File: src/rtl/keypad_debounce.sv
// keypad_debounce
// Front end of the keypad path: synchronises the 12 raw key lines, rejects
// multi-key chords, debounces press and release, and reports the accepted key
// as a one-hot code, a binary index and a one-cycle key_valid pulse. With a
// non-zero REPEAT_CYCLES, key_valid re-pulses periodically while the key stays
// held.

module keypad_debounce #(
  parameter int DEBOUNCE_CYCLES = 20,  // stable cycles to accept press/release
  parameter int REPEAT_CYCLES   = 0,   // held cycles between repeats, 0 = off
  parameter int CNT_W           = 16   // width of debounce and repeat counters
) (
  input  logic        clk,
  input  logic        rst,        // asynchronous, active-low
  input  logic [11:0] keypad_in,  // raw key lines, 1 = pressed
  output logic [11:0] key_code,   // one-hot, sticky after release
  output logic [3:0]  key_idx,    // binary index of key_code
  output logic        key_valid,  // one-cycle pulse per press or repeat
  output logic        key_held    // high while accepted key is held
);

  typedef enum logic [1:0] {
    IDLE,
    DB_PRESS,
    PRESSED,
    DB_RELEASE
  } state_t;

  localparam logic [CNT_W-1:0] DB_LAST   = CNT_W'(DEBOUNCE_CYCLES - 1);
  localparam logic [CNT_W-1:0] RP_LAST   = CNT_W'(REPEAT_CYCLES - 1);
  localparam logic [CNT_W-1:0] CNT_ONE   = CNT_W'(1);
  localparam bit               REPEAT_EN = (REPEAT_CYCLES != 0);

  // Synchroniser stages and the single-key candidate derived from them.
  logic [11:0] sync_meta;
  logic [11:0] sync_key;
  logic [11:0] cand;

  // FSM state and its datapath registers.
  state_t           state,     state_n;
  logic [11:0]      lat,       lat_n;
  logic [CNT_W-1:0] cnt,       cnt_n;
  logic [CNT_W-1:0] rcnt,      rcnt_n;
  logic [11:0]      code_n;
  logic [3:0]       idx_n;
  logic             valid_n;
  logic             held_n;

  // Binary position of the set bit in a one-hot key vector.
  function automatic logic [3:0] enc(input logic [11:0] onehot);
    enc = '0;
    for (int i = 0; i < 12; i++) begin
      if (onehot[i]) enc = 4'(i);
    end
  endfunction

  // Two-flop synchroniser on the asynchronous key lines.
  always_ff @(posedge clk or negedge rst) begin
    if (!rst) begin
      sync_meta <= '0;
      sync_key  <= '0;
    end else begin
      // NOTE: non-blocking assignments let both stages sample the values from
      // before the edge; blocking ones would collapse the chain to one flop.
      sync_meta <= keypad_in;
      sync_key  <= sync_meta;
    end
  end

  // Candidate key: the synchronised vector if exactly one line is active,
  // otherwise "no key" (idle lines and chords look the same downstream).
  always_comb begin
    cand = '0;
    if ((sync_key != '0) && ((sync_key & (sync_key - 12'd1)) == '0)) begin
      cand = sync_key;
    end
  end

  // State register and registered outputs.
  always_ff @(posedge clk or negedge rst) begin
    if (!rst) begin
      state     <= IDLE;
      lat       <= '0;
      cnt       <= '0;
      rcnt      <= '0;
      key_code  <= '0;
      key_idx   <= '0;
      key_valid <= 1'b0;
      key_held  <= 1'b0;
    end else begin
      state     <= state_n;
      lat       <= lat_n;
      cnt       <= cnt_n;
      rcnt      <= rcnt_n;
      key_code  <= code_n;
      key_idx   <= idx_n;
      key_valid <= valid_n;
      key_held  <= held_n;
    end
  end

  // Next-state and next-output logic for the debounce FSM.
  always_comb begin
    // NOTE: every signal gets a default before the case so that no path
    // leaves one unassigned; a missing default here would infer a latch.
    state_n = state;
    lat_n   = lat;
    cnt_n   = cnt;
    rcnt_n  = rcnt;
    code_n  = key_code;
    idx_n   = key_idx;
    valid_n = 1'b0;
    held_n  = key_held;

    unique case (state)
      IDLE: begin
        if (cand != '0) begin
          state_n = DB_PRESS;
          lat_n   = cand;
          cnt_n   = '0;
        end
      end

      DB_PRESS: begin
        if (cand != lat) begin
          // Bounce or chord during the press window: abandon quietly.
          state_n = IDLE;
        end else if (cnt == DB_LAST) begin
          state_n = PRESSED;
          code_n  = lat;
          idx_n   = enc(lat);
          valid_n = 1'b1;
          held_n  = 1'b1;
          rcnt_n  = '0;
        end else begin
          cnt_n = cnt + CNT_ONE;
        end
      end

      PRESSED: begin
        if (cand != lat) begin
          state_n = DB_RELEASE;
          cnt_n   = '0;
        end else if (REPEAT_EN) begin
          // Repeat counter reloads at its terminal count instead of wrapping.
          if (rcnt == RP_LAST) begin
            valid_n = 1'b1;
            rcnt_n  = '0;
          end else begin
            rcnt_n = rcnt + CNT_ONE;
          end
        end
      end

      DB_RELEASE: begin
        if (cand == lat) begin
          // Short drop-out: resume the held key without a new pulse; the
          // repeat counter keeps its value.
          state_n = PRESSED;
        end else if (cnt == DB_LAST) begin
          state_n = IDLE;
          held_n  = 1'b0;
        end else begin
          cnt_n = cnt + CNT_ONE;
        end
      end

      default: state_n = IDLE;
    endcase
  end

endmodule

File: config.mk
export PLATFORM = sky130hd
export DESIGN_NAME = keypad_debounce
export DESIGN_NICKNAME = d
export VERILOG_FILES = /design/src/rtl/keypad_debounce.sv
export SDC_FILE = /design/constraint.sdc
export NUM_CORES = 1
export LEC_CHECK = 0
export ABC_AREA = 1
export BUFFER_PORTS_ARGS = -buffer_cell sky130_fd_sc_hd__buf_4
export CELL_PAD_IN_SITES_DETAIL_PLACEMENT = 1
export CELL_PAD_IN_SITES_GLOBAL_PLACEMENT = 1
export CORE_ASPECT_RATIO = 1.4
export CORE_MARGIN = 5
export CORE_UTILIZATION = 48
export CTS_CLUSTER_DIAMETER = 200
export CTS_CLUSTER_SIZE = 12
export DETAILED_ROUTE_END_ITERATION = 12
export GPL_TIMING_DRIVEN = 0
export PLACE_DENSITY = 0.83
export SLEW_MARGIN = 25
export SYNTH_ARGS = -nofsm -noshare
export SYNTH_HDL_FRONTEND = slang
export SYNTH_SLANG_ARGS = --single-unit
File: constraint.sdc
create_clock -name clk -period 4.1 [get_ports clk]
set_input_delay 0.615 -clock clk [delete_from_list [all_inputs] [get_ports clk]]
set_output_delay 0.615 -clock clk [all_outputs]
set_load 0.05 [all_outputs]
-- Word-level counts from Yosys, hierarchy flattened
Index checks and enable logic that the tools add are counted.
W data, S select, Z words.
- bits in registers: 72
- bits in latches: 0
- memory bits (writable): 0
- bits in read-only memories: 0
- word-level logic and storage cells: 71
- memories kept: 0
- add/subtract/negate cells: 2
- $mul: 0
- divide/modulo/power cells: 0
- magnitude comparators: 0
- equality and inequality tests: 14
- shift-type cells: 0
- multiplexer cells: 33
- bitwise logic cells: 2
- reductions and logical operators: 11
- operator list (cell ; number):
    $mux W16 ; 5
    $pmux W16 S4 ; 1
    $mux W4 ; 10
    $reduce_bool A12 Y1 ; 2
    $add A16 B1 Y16 const B ; 1
    $eq A16 B5 Y1 const B ; 1
    $and A12 B12 Y12 ; 1
    $eq A12 B12 Y1 ; 1
    $logic_not A12 Y1 ; 1
    $mux W12 ; 1
    $mux W2 ; 6
    $ne A12 B12 Y1 ; 1
    $ne A2 B2 Y1 const B ; 6
    $sub A12 B1 Y12 const B ; 1
    $mux W1 ; 8
    $pmux W2 S4 ; 1
    $reduce_and A4 Y1 ; 2
    $ne A3 B3 Y1 const B ; 2
    $reduce_and A5 Y1 ; 1
    $eq A2 B2 Y1 const B ; 2
    $reduce_and A3 Y1 ; 1
    $eq A2 B1 Y1 const B ; 1
    $logic_not A2 Y1 ; 1
    $pmux W1 S2 ; 1
    other kinds (4) ; 4

-- Longest topological paths before layout
- depth in word-level cells: 11
- mapped depth: 21
- gate-level depth less buffers: 20

-- Least setup slack after synthesis
No wires, ideal clock.
- kind: register to register
- from: register sync_key[2]
- to: register cnt[15]
- library setup time: 0.123 ns
- arrival time: 2.116 ns
- required time: 3.977 ns
- setup slack: 1.862 ns
- cell stages (with the launch flop): 19
- clock period less this slack: 2.238 ns
- cell sequence: dfrtp_1 > nor2_1 > nand2_2 > o21ai_1 > nand3_1 > nor2_4 > buf_6 > nand3_1 > nand2_1 > nand2_1 > inv_2 > nand2_1 > nor2_1 > nand3_2 > nand2_2 > inv_2 > nor2_4 > buf_6 > o21ai_1
- longest elaborated chain between the ends: 8
- elaborated cells on any way between the ends: 14
- those cells by class: 1 x add/sub; 6 x eq/ne; 1 x mux; 1 x bitwise; 5 x reduce/logical
- RTL lines (what ; line ; source):
    from (decl) ; 36 ; logic [11:0] sync_key;
    from (signal assigned) ; 66 ; sync_key <= sync_meta;
    $sub A12 B1 Y12 ; 74 ; if ((sync_key != '0) && ((sync_key & (sync_key - 12'd1)) == '0)) begin
    $and A12 B12 Y12 ; 74 ;
    $logic_not A12 Y1 ; 74 ;
    $logic_and A1 B1 Y1 ; 74 ;
    $mux W12 (*) ; 74 ;
    $ne A12 B12 Y1 (tied with other cells) ; 125, 141 ;
    $ne A2 B2 Y1 (no source line) ; - ;
    $reduce_and A4 Y1 (no source line) (*) ; - ;
    to (signal assigned) ; 93 ; cnt <= cnt_n;
    to (decl) ; 42 ; logic [CNT_W-1:0] cnt, cnt_n;
Mark *: on every way between the ends. The rest lies on a longest branch, timed or not.
A chain may end at the register's enable or synchronous reset.

-- Final worst setup path
- from: register sync_key[3]
- to: register cnt[4]
Same word-level chain as after synthesis.

==> out/metrics.cfg <==
[finish]
diodes=0
final_nets=513
drive_above_1_share=0.173
final_cell_mix=nand2_1 (135), dfrtp_1 (72), nor2_1 (46)
syn_to_final_growth_pct=16.6
multiInputGateArea_sq_um=1560
fill_cells=913
final_common_cell=nand2_1
final_cell_count_no_fill=600
fin_area_sq_um=4240
regArea_sq_um=1800

[pwr]
clkPwrFrac=0.369
peakVddDrop_v=0.000279
switching_share=0.306
internal-power_mw=1.20
seqPwrFrac=0.455
p_switching_mw=0.529
combPwrFrac=0.175
total_power_mw=1.73
p_leak_nw=2.03
p_per_area_nw_per_um2=408

[placement]
port_buffers=31
placed_area_sq_um=3990
numPlacedInstances=583
hpwlAfterDp_um=7210
pre_cts_ws_ps=1210
globalplace.congestion=0.834

[worst_setup_path]
reg2reg_slack_ps=1170
critPathMaxStageDelay_ps=470
critical_path_buf_inv_count=2
end_kind=register
cp-start-kind=register
cpMostUsedCell=nand2_1
crit_family=simple AND/OR/NAND/NOR gates
r2r-end=cnt[4]
rr_startpoint=sync_key[3]
crit_path_top_delay_cell=dfrtp_1
worstRegToRegCells=17
crit_required_ps=4370
cp_max_fo=10
worstPathArrival_ps=3200
worstSetupPathType=reg -> reg
crit_chain=nor2_1, nand2_2, o21ai_1, nand3_1, nor2_4, buf_6, nand3_1, nand2_1, nand2_1, nor2_1, nand2_1, nor2_1, nand3_2, nand3_1, buf_2, nand2_1, o21ai_1

[clock_tree]
postCtsSetupRepairBufs=0
clk_pin_slew_ps=80
root_buffer=clkbuf_8
cts_tree=yes
clock-sinks=72
cts_max_path_buffers=2
cts_buffers=9
insertion_delay_ps=350
htree_levels=3
post_cts_resized=0
cts_hold_buf=0

[routing]
dr.pass1.iters=4
vias_per_cell=5.39
drc=0
vias=3233
drtIter0Drc=146
drt-total-wl_um=9740
antenna_left=0
wl_per_cell_um=16.2

[global_routing]
track_usage=0.224
grt_start_max_net_pins=73
grt_pass1_vias=3567
grt-ovfl-total=0
antenna_found_initial=0
grt_pass1_wl_um=16900

[floorplanning]
rows=37
fp.dieH_um=113
initial_core_util=0.494
die-width_um=83.6
pin_count=32
dieArea_sq_um=9450
coreArea_sq_um=7360

[timing]
rsz0062_at_grt=no
post-route-period-util=0.714
hold_violations=0
fin_skew_ps=7.89
tightest_slew_ps=464
period_minus_slack_ps=2930
setup_ws_ps=1170
setup_viol=0
slew-limit-headroom=0.691
maxSlewViolCount=0
fmaxAchievable_mhz=341
setup_tns_ps=0

[logic_synthesis]
ys_seq_area_frac=0.495
synth_nets=470
synth-simple-area-share=0.318
synth_xor_area_frac=0.0289
synth-seq-cells=72
synthAdderAreaFrac=0.00344
synth_compound_area_frac=0.0784
syn_area_per_cell_sq_um=8.00
syn_inst=455
yosys_warnings=0
synth_top_family_by_area=simple AND/OR/NAND/NOR gates
synthesis.area_sq_um=3640
synth.distinct_cells=29
synthMuxAreaShare=0

[outcome]
status=completed

[hold_path]
hold_path_class=in -> async

[job]
cap_violations=0

-- metrics by stage --
stage	util	hold slack [ps]
after floorplan	-	319
after global placement	0.542	333
after detailed placement	0.542	336
after CTS	0.574	354
after global routing	0.576	200
final	0.576	176
-- logic make-up (layout without fill, tap and decap cells) --
kind of cell    count (synthesis)  count (layout)
buf+inv                        61             109
xor+xnor                       12              12
fa+ha+maj                       1               1
flops                          72              72
compound gates                 52              52
simple gates                  257             257
-- power groups by stage --
stage	combinational, mW	sequential [mW]	clock [mW]
final	0.303	0.787	0.639
after global routing	0.337	0.793	0.689
after CTS	0.309	0.787	0.652
after detailed placement	0.305	0.800	0
after global placement	0.292	0.798	0
after floorplan	0.211	0.786	0
-- synthesized netlist by cell type, drive strengths merged --
master	count	area, sq um
nand2	144	568
dfrtp	72	1800
nor2	52	230
inv	46	173
o21ai	46	249
nand3	33	185
nand4	19	119
xor2	11	96.3
buf	9	82.6
clkbuf	5	18.8
a21oi	4	20.0
nor4	4	25.0
nor3	3	15.0
a31o	1	8.76
and2	1	6.26
clkinv	1	3.75
ha	1	12.5
nand3b	1	7.51
o21bai	1	7.51
xnor2	1	8.76
-- worst max path at each step --
stage / from / to / slack, ps / depth (start not counted)
2_1_floorplan: sync_key[2] / cnt[15] / 1860 / 18
3_3_place_gp: sync_key[1] / cnt[14] / 1320 / 19
3_5_place_dp: sync_key[3] / key_code[3] / 1210 / 17
4_1_cts: sync_key[3] / cnt[4] / 1170 / 17
5_1_grt: sync_key[3] / cnt[4] / 920 / 17
6_report: sync_key[3] / cnt[4] / 1170 / 17
-- metal layers --
| layer | vias to the layer above | part of all wire | global-route usage |
|---|---|---|---|
| met2 | 58 | 0.54 | 0.419 |
| met1 | 1604 | 0.41 | 0.247 |
| met4 | 0 | 0.030 | 0.0901 |
| li1 | 1549 | - | - |
| met3 | 22 | 0.027 | 0.0430 |
| met5 | - | 0 | 0 |
-- cell type report --
class	count	share of cell area
well taps	97	0.0286
inverters	47	0.0416
repair buffers	32	0.0596
plain buffers	14	0.0239
clock buffers	10	0.0324
clock inverters	6	0.0215
multi-input cells	322	0.368
flip-flops and latches	72	0.425
-- sequential cells by signal (all words and copies together) (netlist names), named ones only --
signal / cells
sync_meta: 12
state: 1
lat: 12
cnt: 16
key_code: 12
key_idx: 4
sync_key: 12
key_valid: 1
key_held: 1
(Power assumes the default switching activity.)
